**src/rtl/snake_pkg.sv**
```systemverilog
`default_nettype none
// ============================================================================
// Package     : snake_pkg
// Description : Shared direction constants, FSM state encoding and direction
//               helpers for the snake game datapath.
// Revision    : 1.0 - initial release
// ============================================================================
package snake_pkg;

    // One-hot direction codes as delivered by the button block
    localparam logic [3:0] DIR_UP    = 4'b1000;
    localparam logic [3:0] DIR_DOWN  = 4'b0100;
    localparam logic [3:0] DIR_LEFT  = 4'b0010;
    localparam logic [3:0] DIR_RIGHT = 4'b0001;

    typedef enum logic [1:0] {
        IDLE = 2'd0,
        RUN  = 2'd1,
        DEAD = 2'd2
    } state_t;

    // 180-degree counterpart of a heading; non one-hot input maps to 0
    function automatic logic [3:0] opposite_dir(input logic [3:0] dir);
        logic [3:0] opp;
        case (dir)
            DIR_UP:    opp = DIR_DOWN;
            DIR_DOWN:  opp = DIR_UP;
            DIR_LEFT:  opp = DIR_RIGHT;
            DIR_RIGHT: opp = DIR_LEFT;
            default:   opp = 4'b0000;
        endcase
        return opp;
    endfunction

    // A direction request is only meaningful with exactly one bit set
    function automatic logic dir_valid(input logic [3:0] dir);
        return $onehot(dir);
    endfunction

endpackage
`default_nettype wire

```
**src/rtl/move_tick_gen.sv**
```systemverilog
`default_nettype none
// ============================================================================
// Module      : move_tick_gen
// Description : Free-running move-rate divider. Counts 0..TICK_DIV-1 while
//               enabled and emits a one-cycle terminal-count pulse; the count
//               is forced to zero whenever the enable is low.
// Revision    : 1.0 - initial release
// ============================================================================
module move_tick_gen #(
    parameter int TICK_DIV = 25_000_000
) (
    input  logic clk,
    input  logic rst,
    input  logic en,
    output logic tc
);

    localparam int            CW     = $clog2(TICK_DIV);
    localparam logic [CW-1:0] c_last = CW'(TICK_DIV - 1);

    logic [CW-1:0] r_count;

    // Divider counter: cleared while disabled, wraps at the terminal count
    always_ff @(posedge clk) begin
        if (rst || !en) begin
            r_count <= '0;
        end else if (r_count == c_last) begin
            r_count <= '0;
        end else begin
            r_count <= r_count + CW'(1);
        end
    end

    // Gate with en so a stale count can never fire a tick outside RUN
    assign tc = en && (r_count == c_last);

endmodule
`default_nettype wire

```
**src/rtl/head_position_stepper.sv**
```systemverilog
`default_nettype none
// ============================================================================
// Module      : head_position_stepper
// Description : Turns the latched one-hot direction bus into snake-head motion
//               on a GRID_W x GRID_H grid, one cell per move tick, rejecting
//               reversals and handling walls by wrap-around or game over.
// Revision    : 1.0 - initial release
// ============================================================================
module head_position_stepper
    import snake_pkg::*;
#(
    parameter int GRID_W   = 32,
    parameter int GRID_H   = 24,
    parameter int TICK_DIV = 25_000_000,
    parameter int START_X  = 16,
    parameter int START_Y  = 12,
    parameter int WRAP     = 0
) (
    input  logic                      clk,
    input  logic                      rst,
    input  logic [3:0]                direction,
    input  logic                      start,
    input  logic                      collide,
    output logic [$clog2(GRID_W)-1:0] head_x,
    output logic [$clog2(GRID_H)-1:0] head_y,
    output logic [3:0]                heading,
    output logic                      move_pulse,
    output logic                      game_over
);

    localparam int XW = $clog2(GRID_W);
    localparam int YW = $clog2(GRID_H);

    localparam logic [XW-1:0] c_x_max   = XW'(GRID_W - 1);
    localparam logic [YW-1:0] c_y_max   = YW'(GRID_H - 1);
    localparam logic [XW-1:0] c_x_start = XW'(START_X);
    localparam logic [YW-1:0] c_y_start = YW'(START_Y);

    state_t        r_state, w_state_nx;
    logic [XW-1:0] r_x, w_x_nx, w_step_x;
    logic [YW-1:0] r_y, w_y_nx, w_step_y;
    logic [3:0]    r_heading, w_heading_nx, w_heading_cand;
    logic          r_move, w_move_nx;
    logic          w_wall;
    logic          w_run;
    logic          w_tc;

    assign w_run = (r_state == RUN);

    move_tick_gen #(
        .TICK_DIV (TICK_DIV)
    ) u_tick (
        .clk (clk),
        .rst (rst),
        .en  (w_run),
        .tc  (w_tc)
    );

    // Candidate heading and one-cell step; step values are already wrapped
    // and w_wall flags that the unwrapped move would leave the grid
    always_comb begin
        w_heading_cand = r_heading;
        if (dir_valid(direction) && (direction != opposite_dir(r_heading))) begin
            w_heading_cand = direction;
        end
        w_step_x = r_x;
        w_step_y = r_y;
        w_wall   = 1'b0;
        case (w_heading_cand)
            DIR_UP: begin
                if (r_y == '0) begin
                    w_wall   = 1'b1;
                    w_step_y = c_y_max;
                end else begin
                    w_step_y = r_y - YW'(1);
                end
            end
            DIR_DOWN: begin
                if (r_y == c_y_max) begin
                    w_wall   = 1'b1;
                    w_step_y = '0;
                end else begin
                    w_step_y = r_y + YW'(1);
                end
            end
            DIR_LEFT: begin
                if (r_x == '0) begin
                    w_wall   = 1'b1;
                    w_step_x = c_x_max;
                end else begin
                    w_step_x = r_x - XW'(1);
                end
            end
            DIR_RIGHT: begin
                if (r_x == c_x_max) begin
                    w_wall   = 1'b1;
                    w_step_x = '0;
                end else begin
                    w_step_x = r_x + XW'(1);
                end
            end
            default: begin
                w_wall = 1'b0;
            end
        endcase
    end

    // Next-state and next-output logic; collide takes priority over a tick
    always_comb begin
        w_state_nx   = r_state;
        w_x_nx       = r_x;
        w_y_nx       = r_y;
        w_heading_nx = r_heading;
        w_move_nx    = 1'b0;
        case (r_state)
            IDLE: begin
                if (start) begin
                    w_state_nx = RUN;
                end
            end
            RUN: begin
                if (collide) begin
                    w_state_nx = DEAD;
                end else if (w_tc) begin
                    w_heading_nx = w_heading_cand;
                    if (w_wall && (WRAP == 0)) begin
                        w_state_nx = DEAD;
                    end else begin
                        w_x_nx    = w_step_x;
                        w_y_nx    = w_step_y;
                        w_move_nx = 1'b1;
                    end
                end
            end
            DEAD: begin
                if (start) begin
                    w_state_nx   = RUN;
                    w_x_nx       = c_x_start;
                    w_y_nx       = c_y_start;
                    w_heading_nx = DIR_RIGHT;
                end
            end
            default: begin
                w_state_nx = IDLE;
            end
        endcase
    end

    // State, position, heading and move strobe registers
    always_ff @(posedge clk) begin
        if (rst) begin
            r_state   <= IDLE;
            r_x       <= c_x_start;
            r_y       <= c_y_start;
            r_heading <= DIR_RIGHT;
            r_move    <= 1'b0;
        end else begin
            r_state   <= w_state_nx;
            r_x       <= w_x_nx;
            r_y       <= w_y_nx;
            r_heading <= w_heading_nx;
            r_move    <= w_move_nx;
        end
    end

    assign head_x     = r_x;
    assign head_y     = r_y;
    assign heading    = r_heading;
    assign move_pulse = r_move;
    assign game_over  = (r_state == DEAD);

endmodule
`default_nettype wire
```
**config.mk**
```make
export PLATFORM = sky130hd
export DESIGN_NAME = head_position_stepper
export DESIGN_NICKNAME = d
export VERILOG_FILES = /design/src/rtl/snake_pkg.sv /design/src/rtl/move_tick_gen.sv /design/src/rtl/head_position_stepper.sv
export SDC_FILE = /design/constraint.sdc
export NUM_CORES = 1
export LEC_CHECK = 0
export CORE_MARGIN = 1.5
export CORE_UTILIZATION = 60
export CTS_BUF_LIST = sky130_fd_sc_hd__clkbuf_8 sky130_fd_sc_hd__clkbuf_16
export DETAILED_ROUTE_END_ITERATION = 8
export GPL_TIMING_DRIVEN = 0
export PLACE_DENSITY = 0.83
export SETUP_SLACK_MARGIN = 0.5
export SLEW_MARGIN = 20
export SYNTH_ARGS = -nofsm -noshare
export SYNTH_HDL_FRONTEND = slang
export SYNTH_SLANG_ARGS = --single-unit
```
**constraint.sdc**
```tcl
create_clock -name clk -period 8.1 [get_ports clk]
set_input_delay 0.81 -clock clk [delete_from_list [all_inputs] [get_ports clk]]
set_output_delay 0.81 -clock clk [all_outputs]
set_load 0.05 [all_outputs]
```
After elaboration in Yosys (flattened, before gate mapping). Index checks and enable logic that the tools add are counted.

Flip-flop bits (word level): 42. Output and inout bits: 16. Word-level logic and storage cells: 88. Input bits: 8.

Bitwise operators: 2. Reductions and logical operators: 15. Multiplexer cells: 33. $add $sub $neg: 8. Eq/ne operators: 24.

Operators with widths (number): $mux 5 (12); $pmux 5 s2 (4); $add 25x1->25 const B (1); $eq 25x25->1 const B (1); $mux 4 (4); $pmux 4 s4 (1); $ne 3x3->1 const B (4); $reduce_and 6->1 (2); $add 5x1->5 const B (2); $eq 5x5->1 const B (2); $logic_not 5->1 (2); $sub 5x1->5 const B (2); $eq 4x1->1 const B (2); $eq 4x2->1 const B (2); $eq 4x3->1 const B (2); $eq 4x4->1 const B (2); $mux 2 (4); $ne 2x2->1 const B (4); $pmux 4 s2 (1); $mux 1 (5); $add 1x1->2 (2); $ne 4x4->1 (1); $pmux 1 s4 (1); $pmux 2 s2 (1); other kinds (15) (18).

Longest topological paths before layout. Gate-level depths: netlist of the first run.

Depth in word-level cells: 11. Gate-level depth with buffers: 14. Mapped depth without buffers: 12.

Hierarchy. A second synthesis of the first run with hierarchy kept.

Cells, all modules: 340. Area, all modules: 2847.7 µm².

Modules (own cells, without submodules): head_position_stepper (cells an instance 201, area an instance 1644.1 µm², sequential area each 340.3 µm², times used 1); move_tick_gen (cells an instance 139, area an instance 1203.7 µm², sequential area each 500.5 µm², times used 1).

Least setup slack after synthesis of the first run. Ideal clock, no wire load.

Path kind: input to register. Start: input direction[3]. End: register r_x[0] (netlist: head_x[0]). Data required time: 7.979 ns. Cell stages on the path: 14. Setup time: 0.121 ns. Buffers on the path: 2. Data arrival time: 3.549 ns. Setup slack: 4.429 ns. Cell sequence: clkbuf_1 -> inv_1 -> fa_1 -> inv_1 -> ha_1 -> ha_1 -> nor2_1 -> nand2_1 -> nor2_2 -> mux2i_2 -> o211ai_1 -> a21o_1 -> buf_6 -> mux2_4.

Word-level cells in the longest chain between the ends: 11. Elaborated cells between the ends (all ways): 19. Those cells by class: add/sub: 2; eq/ne: 8; mux: 7; reduce/logical: 2.

RTL lines: from (decl) (line head_position_stepper.sv:21) `input logic [3:0] direction,`; $add 1x1->2 (implied by the code) (line snake_pkg.sv:37) `return $onehot(dir);`; $add 2x2->3 (implied by the code) (line snake_pkg.sv:37); $eq 3x1->1 (line snake_pkg.sv:37); $logic_and 1x1->1 (line head_position_stepper.sv:63) `if (dir_valid(direction) && (direction != opposite_dir(r_heading))) begin`; $mux 4 * (line head_position_stepper.sv:63); $eq 4x1->1 or $eq 4x2->1 (tied branches) (line head_position_stepper.sv:69) `case (w_heading_cand)`; $pmux 5 s2 (line head_position_stepper.sv:69); $mux 5 (line head_position_stepper.sv:126) `if (w_wall && (WRAP == 0)) begin`; $mux 5 (line head_position_stepper.sv:124) `end else if (w_tc) begin`; $mux 5 (line head_position_stepper.sv:122) `if (collide) begin`; $pmux 5 s2 (line head_position_stepper.sv:115) `case (r_state)`; to (signal assigned) (line head_position_stepper.sv:153) `r_x <= c_x_start;`; to (signal assigned) (line head_position_stepper.sv:159) `r_x <= w_x_nx;`; to (decl) (line head_position_stepper.sv:40) `logic [XW-1:0] r_x, w_x_nx, w_step_x;`.

Every way passes the cells marked *; elsewhere a longest branch is shown, timed or not. The select of a mux whose other input is x is not followed. A chain may end at the register's enable or synchronous reset.

Final worst setup path of the first run.
Start: input direction[0]. End: register r_y[0] (netlist: head_y[0]).

Word-level cells in the longest chain between the ends: 11. Elaborated cells between the ends (all ways): 19. Those cells by class: add/sub: 2; eq/ne: 8; mux: 7; reduce/logical: 2.

RTL lines: $add 1x1->2 (implied by the code) (line snake_pkg.sv:37); $add 2x2->3 (implied by the code) (line snake_pkg.sv:37); $eq 3x1->1 (line snake_pkg.sv:37); $logic_and 1x1->1 (line head_position_stepper.sv:63); $mux 4 * (line head_position_stepper.sv:63); $eq 4x3->1 or $eq 4x4->1 (tied branches) (line head_position_stepper.sv:69); $pmux 5 s2 (line head_position_stepper.sv:69); $mux 5 (line head_position_stepper.sv:126); $mux 5 (line head_position_stepper.sv:124); $mux 5 (line head_position_stepper.sv:122); $pmux 5 s2 (line head_position_stepper.sv:115); to (signal assigned) (line head_position_stepper.sv:154) `r_y <= c_y_start;`; to (signal assigned) (line head_position_stepper.sv:160) `r_y <= w_y_nx;`; to (decl) (line head_position_stepper.sv:41) `logic [YW-1:0] r_y, w_y_nx, w_step_y;`.

Marks and branches as above.

==> results.sh, run 1 <==
export IMPL_dp_hpwl_um=4158
export IMPL_cts_hold_buf=0
export IMPL_synthAdderAreaFrac_pct=4.482
export IMPL_drv_cap=0
export IMPL_ys_warn_count=0
export IMPL_dieArea_sq_um=4877
export IMPL_avgSynthCellArea_sq_um=8.146
export IMPL_finalHoldViolCount=0
export IMPL_numCtsBuffers=5
export IMPL_p_leak_nw=1.098
export IMPL_cp_max_fo=9
export IMPL_rows=24
export IMPL_power_density_nw_per_um2=133.5
export IMPL_synth_xor_area_share_pct=8.497
export IMPL_synth_edff_count=0
export IMPL_min_period_ns=4.104
export IMPL_finalWeightedCongestion=0.8698
export IMPL_crit_start="direction[0]"
export IMPL_postCtsSetupRepairBufs=0
export IMPL_vias=2420
export IMPL_clock_sinks=42
export IMPL_drt_initial_drc_count=161
export IMPL_drc=0
export IMPL_whs_ns=0.4615
export IMPL_end_kind="register"
export IMPL_crit_arrival_ns=4.31
export IMPL_place_inst=403
export IMPL_postRouteWirelength_um=5751
export IMPL_vias_per_cell=5.888
export IMPL_tns_ns=0
export IMPL_slew_viol_final=0
export IMPL_ys_types=62
export IMPL_synth_top_family_by_area="simple AND/OR/NAND/NOR gates"
export IMPL_cts_root_buf="clkbuf_8"
export IMPL_syn_nets=346
export IMPL_synth_simple_area_share_pct=30.39
export IMPL_synthTopCellsByCount="50 x nor2_1, 42 x dfxtp_1, 23 x nand2_1, 17 x xor2_1, 14 x inv_1"
export IMPL_drive_above_1_share_pct=8.914
export IMPL_required_ns=8.30
export IMPL_synth_compound_area_share_pct=15.31
export IMPL_syn_area_sq_um=2680
export IMPL_start_kind="input pin"
export IMPL_clockBufferDepth=2
export IMPL_fp_dieW_um=69.84
export IMPL_cts_tree="built"
export IMPL_synth_most_common_cell="nor2_1"
export IMPL_cts_reportedPaths_clkPinSlew_ns=0.09
export IMPL_post_route_period_util_pct=50.67
export IMPL_rsz0062_at_grt="false"
export IMPL_worstHoldStart="u_tick.r_count[0]$_SDFF_PP0_"
export IMPL_place_area_sq_um=2965
export IMPL_yosysSeqAreaShare_pct=31.37
export IMPL_skew_ns=0.004912
export IMPL_grt_max_degree=16
export IMPL_overflow=0
export IMPL_final_nets=375
export IMPL_final_area_sq_um=3059
export IMPL_finalSetupViolations=0
export IMPL_boundaryPins=24
export IMPL_crit_type="input pin to register"
export IMPL_detail_route_wl_per_cell_um=13.99
export IMPL_htree_levels=2
export IMPL_design_core_area_sq_um=4324
export IMPL_hp_class="register to register"
export IMPL_track_usage_pct=24.51
export IMPL_final_antenna_net_count=0
export IMPL_synthMuxAreaShare_pct=5.135
export IMPL_syn2layout_area_growth_pct=14.15
export IMPL_start_util_pct=61.98
export IMPL_max_freq_mhz=243.7
export IMPL_synth_area_top_cells="dfxtp_1 31%, nor2_1 7.0%, xor2_1 5.6%"
export IMPL_grt_pass1_vias=2274
export IMPL_antenna_found_initial=0
export IMPL_grt_pass1_wl_um=9915
export IMPL_ys_ff_latch=42
export IMPL_yosysTopAreaCellShare_pct=31.37
export IMPL_worstMarginPinSlew_ns=0.7759
export IMPL_clk_latency_ns=0.31
export IMPL_ir_drop_mv=0.1114
export IMPL_synthCells=329
export IMPL_numPortBuffers=22
export IMPL_reg2reg_from="head_x[0]$_SDFFE_PP0P_"
export IMPL_diodes=0
export IMPL_cts_resized=0
export IMPL_slew_headroom_pct=47.55
export IMPL_status="finished clean"
export IMPL_async_reset_ff_share_pct=0
export IMPL_dr_pass1_iters=4
export IMPL_dieHeight_um=69.84
export IMPL_fin_cells=411
export IMPL_synth_flop_cell="dfxtp_1"
export IMPL_synth_area_leader_cell="dfxtp_1"
==> where the power goes <==
part / switching [mW] / total, mW / internal, mW / leakage, nW
sequential: 0.00175 / 0.210 / 0.208 / 0.339
combinational: 0.0332 / 0.0562 / 0.0230 / 0.715
clock: 0.0803 / 0.143 / 0.0622 / 0.0447
total: 0.115 / 0.408 / 0.293 / 1.10
==> cell usage in the layout (no fill, tap or decap), types with 11 or more instances in the layout <==
cell type / n
nand2_1: 23
nand3_1: 13
clkdlybuf4s50_1: 22
a21oi_1: 11
dfxtp_1: 42
inv_1: 14
xor2_1: 17
o21ai_0: 12
nor2_1: 50
==> path summary, 6_finish.rpt <==
kind	slack, ns	to	cells past startpoint
worst max-delay path	4.00	head_y[0]$_SDFFE_PP0P_	13
worst min-delay path	0.46	u_tick.r_count[0]$_SDFF_PP0_	1
worst max register to register	5.15	head_y[0]$_SDFFE_PP0P_	9
worst min register to register	0.46	u_tick.r_count[0]$_SDFF_PP0_	1
==> final cells by class <==
type,count,area (sq um)
clock buffers,5,68.82
well taps,52,65.06
clock inverters,3,25.02
fillers,364,1265
repair buffers,22,220.2
multi-input cells,258,1710
inverters,14,52.55
flip-flops and latches,42,840.8
plain buffers,15,76.32
==> kinds of logic (layout without fill, tap and decap cells) <==
logic type	Yosys count	after routing
multiplexers	12	12
AO/OA/AOI/OAI	56	56
flip-flops	42	42
XOR/XNOR	26	26
adder cells (fa/ha/maj)	9	9
buffers and inverters	29	59
AND/OR/NAND/NOR	155	155
==> registers in the layout (all words and copies together) (netlist names) <==
| signal | flops |
|---|---|
| r_state | 2 |
| move_pulse | 1 |
| head_y | 5 |
| u_tick.r_count | 25 |
| head_x | 5 |
| heading | 4 |
==> through the flow <==
stage / power, mW / setup slack, ns / util (%)
finish: 0.4085 / 3.996 / 70.75
global route: 0.4247 / 3.736 / 70.75
CTS: 0.4113 / 4.035 / 70.75
detailed placement: 0.2703 / 3.727 / 68.58
global placement: 0.2688 / 3.784 / 68.58
floorplan: 0.2553 / 4.429 / -
==> metal layers <==
layer / share of wire [%] / track usage [%] / routed length (um)
met4: 1.1 / 7.051 / 65
met3: 6.2 / 4.215 / 355
met5: 0 / 0 / 0
met1: 47 / 33.55 / 2680
met2: 46 / 39.79 / 2650
==> critical path: stages <==
cell and delay [ns]:
clkdlybuf4s50_1 0.61, inv_1 0.14, fa_1 0.55, inv_1 0.04, ha_1 0.17, ha_1 0.27, nor2_1 0.12, nand2_1 0.10
nor3_1 0.44, nor2_2 0.17, o2111a_1 0.32, a21oi_2 0.21, mux2_2 0.35
(Power assumes the default switching activity.)
==> inputs of run 2 (changes only) <==
--- a/config.mk
+++ b/config.mk
@@ -6,11 +6,11 @@
 export NUM_CORES = 1
 export LEC_CHECK = 0
 export CORE_MARGIN = 1.5
-export CORE_UTILIZATION = 60
+export CORE_UTILIZATION = 58
 export CTS_BUF_LIST = sky130_fd_sc_hd__clkbuf_8 sky130_fd_sc_hd__clkbuf_16
 export DETAILED_ROUTE_END_ITERATION = 8
 export GPL_TIMING_DRIVEN = 0
-export PLACE_DENSITY = 0.83
+export PLACE_DENSITY = 0.8
 export SETUP_SLACK_MARGIN = 0.5
 export SLEW_MARGIN = 20
 export SYNTH_ARGS = -nofsm -noshare
==> constraint.sdc (replaced) <==
create_clock -name clk -period 3.8 [get_ports clk]
set_input_delay 0.38 -clock clk [delete_from_list [all_inputs] [get_ports clk]]
set_output_delay 0.38 -clock clk [all_outputs]
set_load 0.05 [all_outputs]
==> results.sh, run 2 (synthesized netlist as in run 1, its figures left out) <==
export IMPL_reg2reg_slack_ns=0.66
export IMPL_post_route_period_util_pct=82.60
export IMPL_skew_ns=0.007777
export IMPL_rsz0062_at_grt="false"
export IMPL_largest_reg_flops=25
export IMPL_worstHoldStart="direction[1]"
export IMPL_slew_headroom_pct=40.05
export IMPL_clk_latency_ns=0.30
export IMPL_mostFrequentLayoutCell="nor2_1"
export IMPL_detail_route_wl_per_cell_um=14.18
export IMPL_ir_drop_mv=0.3171
export IMPL_finalSetupViolations=0
export IMPL_r2r_end="head_y[0]$_SDFFE_PP0P_"
export IMPL_crit_arrival_ns=3.33
export IMPL_drive_above_1_share_pct=10.77
export IMPL_mostFrequentLayoutCells="50 x nor2_1, 42 x dfxtp_1, 23 x nand2_1"
export IMPL_fin_cells=414
export IMPL_p_clk_share_pct=38.9
export IMPL_overflow=0
export IMPL_min_period_ns=3.139
export IMPL_start_util_pct=60.71
export IMPL_design_core_area_sq_um=4414
export IMPL_vias_per_cell=5.870
export IMPL_whs_ns=0.4296
export IMPL_slew_viol_final=0
export IMPL_whs_endpoint="heading[1]$_SDFFE_PP0P_"
export IMPL_cts_tree="built"
export IMPL_dieArea_sq_um=5037
export IMPL_fp_dieW_um=70.98
export IMPL_switching_share_pct=26.32
export IMPL_path_cells="inv_1 -> ha_1 -> nor4b_1 -> a21oi_1 -> a221oi_1 -> mux2i_4 -> o2111a_1 -> a21oi_2 -> mux2_2"
export IMPL_track_usage_pct=24.18
export IMPL_final_nets=378
export IMPL_power_density_nw_per_um2=304.1
export IMPL_htree_levels=2
export IMPL_drt_initial_drc_count=160
export IMPL_crit_type="register to register"
export IMPL_reg2reg_from="head_x[0]$_SDFFE_PP0P_"
export IMPL_cts_hold_buf=0
export IMPL_vias=2430
export IMPL_syn2layout_area_growth_pct=16.53
export IMPL_reg2reg_depth=9
export IMPL_boundaryPins=24
export IMPL_p_int_mw=0.6997
export IMPL_place_area_sq_um=2965
export IMPL_cp_slowest_cell="nor4b_1"
export IMPL_dieHeight_um=70.98
export IMPL_antenna_found_initial=0
export IMPL_required_ns=3.99
export IMPL_grt_pass1_vias=2213
export IMPL_max_freq_mhz=318.6
export IMPL_dp_hpwl_um=4335
export IMPL_drc=0
export IMPL_postRouteWirelength_um=5870
export IMPL_p_comb_share_pct=14.0
export IMPL_cpPeakStageDelay_ns=0.74
export IMPL_clock_sinks=42
export IMPL_hp_class="input pin to register"
export IMPL_worstMarginPinSlew_ns=0.8868
export IMPL_cts_reportedPaths_clkPinSlew_ns=0.09
export IMPL_status="finished clean"
export IMPL_grt_max_degree=16
export IMPL_numPortBuffers=22
export IMPL_min_path_cells=3
export IMPL_grt_pass1_wl_um=9991
export IMPL_rows=24
export IMPL_final_antenna_net_count=0
export IMPL_cts_root_buf="clkbuf_8"
export IMPL_finalHoldViolCount=0
export IMPL_p_total_mw=0.9498
export IMPL_final_area_sq_um=3123
export IMPL_numCtsBuffers=5
export IMPL_finalWeightedCongestion=0.8640
export IMPL_place_inst=403
export IMPL_cp_max_fo=7
export IMPL_diodes=0
export IMPL_start_kind="register"
export IMPL_seqPwrFrac_pct=47.1
export IMPL_switching_power_mw=0.2500
export IMPL_dr_pass1_iters=5
export IMPL_end_kind="register"
export IMPL_top_register="u_tick.r_count"
export IMPL_utilization_pct=70.75
export IMPL_drv_cap=0
export IMPL_clockBufferDepth=2
export IMPL_p_leak_nw=1.132
[run 2: area by class of cell]
class                   instances  area (sq um)
plain buffers                  15         77.57
clock buffers                   5         68.82
clock inverters                 3         48.80
fillers                       364          1291
inverters                      14         52.55
multi-input cells             258          1737
flip-flops and latches         42         840.8
well taps                      52         65.06
repair buffers                 25         232.7
[run 2: worst max-delay path by stage]
| stage | from | end | slack, ns |
|---|---|---|---|
| detailed placement | direction[0] | head_x[0]$_SDFFE_PP0P_ | -0.16 |
| global placement | direction[0] | head_y[0]$_SDFFE_PP0P_ | -0.10 |
| floorplan | direction[3] | head_x[0]$_SDFFE_PP0P_ | 0.56 |
| global route | direction[0] | head_x[0]$_SDFFE_PP0P_ | 0.57 |
| CTS | direction[0] | head_x[0]$_SDFFE_PP0P_ | 0.51 |
| finish | head_x[0]$_SDFFE_PP0P_ | head_y[0]$_SDFFE_PP0P_ | 0.66 |
[run 2: what timing repair did]
item                                    CTS  global route
pin swaps                                 1             1
buffers inserted                          3             0
endpoints found under the setup margin   13            10
gates cloned                              0             0
gates resized for setup                   6             7
[run 2: through the flow]
stage	worst slack [ns]	TNS, ns
floorplan	0.5594	0
global placement	-0.1035	-0.2658
finish	0.6611	0
detailed placement	-0.1640	-0.6263
global route	0.5664	0
CTS	0.5138	0
[run 2: power groups by stage]
| stage | logic, mW | registers [mW] | clock network [mW] |
|---|---|---|---|
| finish | 0.133 | 0.447 | 0.370 |
| floorplan | 0.0820 | 0.462 | 0 |
| CTS | 0.132 | 0.447 | 0.376 |
| global route | 0.146 | 0.448 | 0.392 |
| detailed placement | 0.119 | 0.458 | 0 |
| global placement | 0.116 | 0.457 | 0 |
[run 2: worst max-delay path: cells and delay by family, from the launching register on]
kind | cells | cell delay, ns
DFF | 1 | 0.37
and+or+nand+nor | 1 | 0.74
adders and majority gates | 1 | 0.22
AOI/OAI and AO/OA | 4 | 1.05
muxes | 2 | 0.51
buffers and inverters | 1 | 0.14
[run 2: layer usage]
metal / share of wire (%) / up-vias / global-route usage, % / wire length (um)
met3: 5.9 / 14 / 4.274 / 345
met4: 2.4 / 0 / 10.27 / 140
met5: 0 / - / 0 / 0
li1: - / 1227 / - / -
met2: 45 / 85 / 36.76 / 2652
met1: 47 / 1104 / 33.87 / 2732
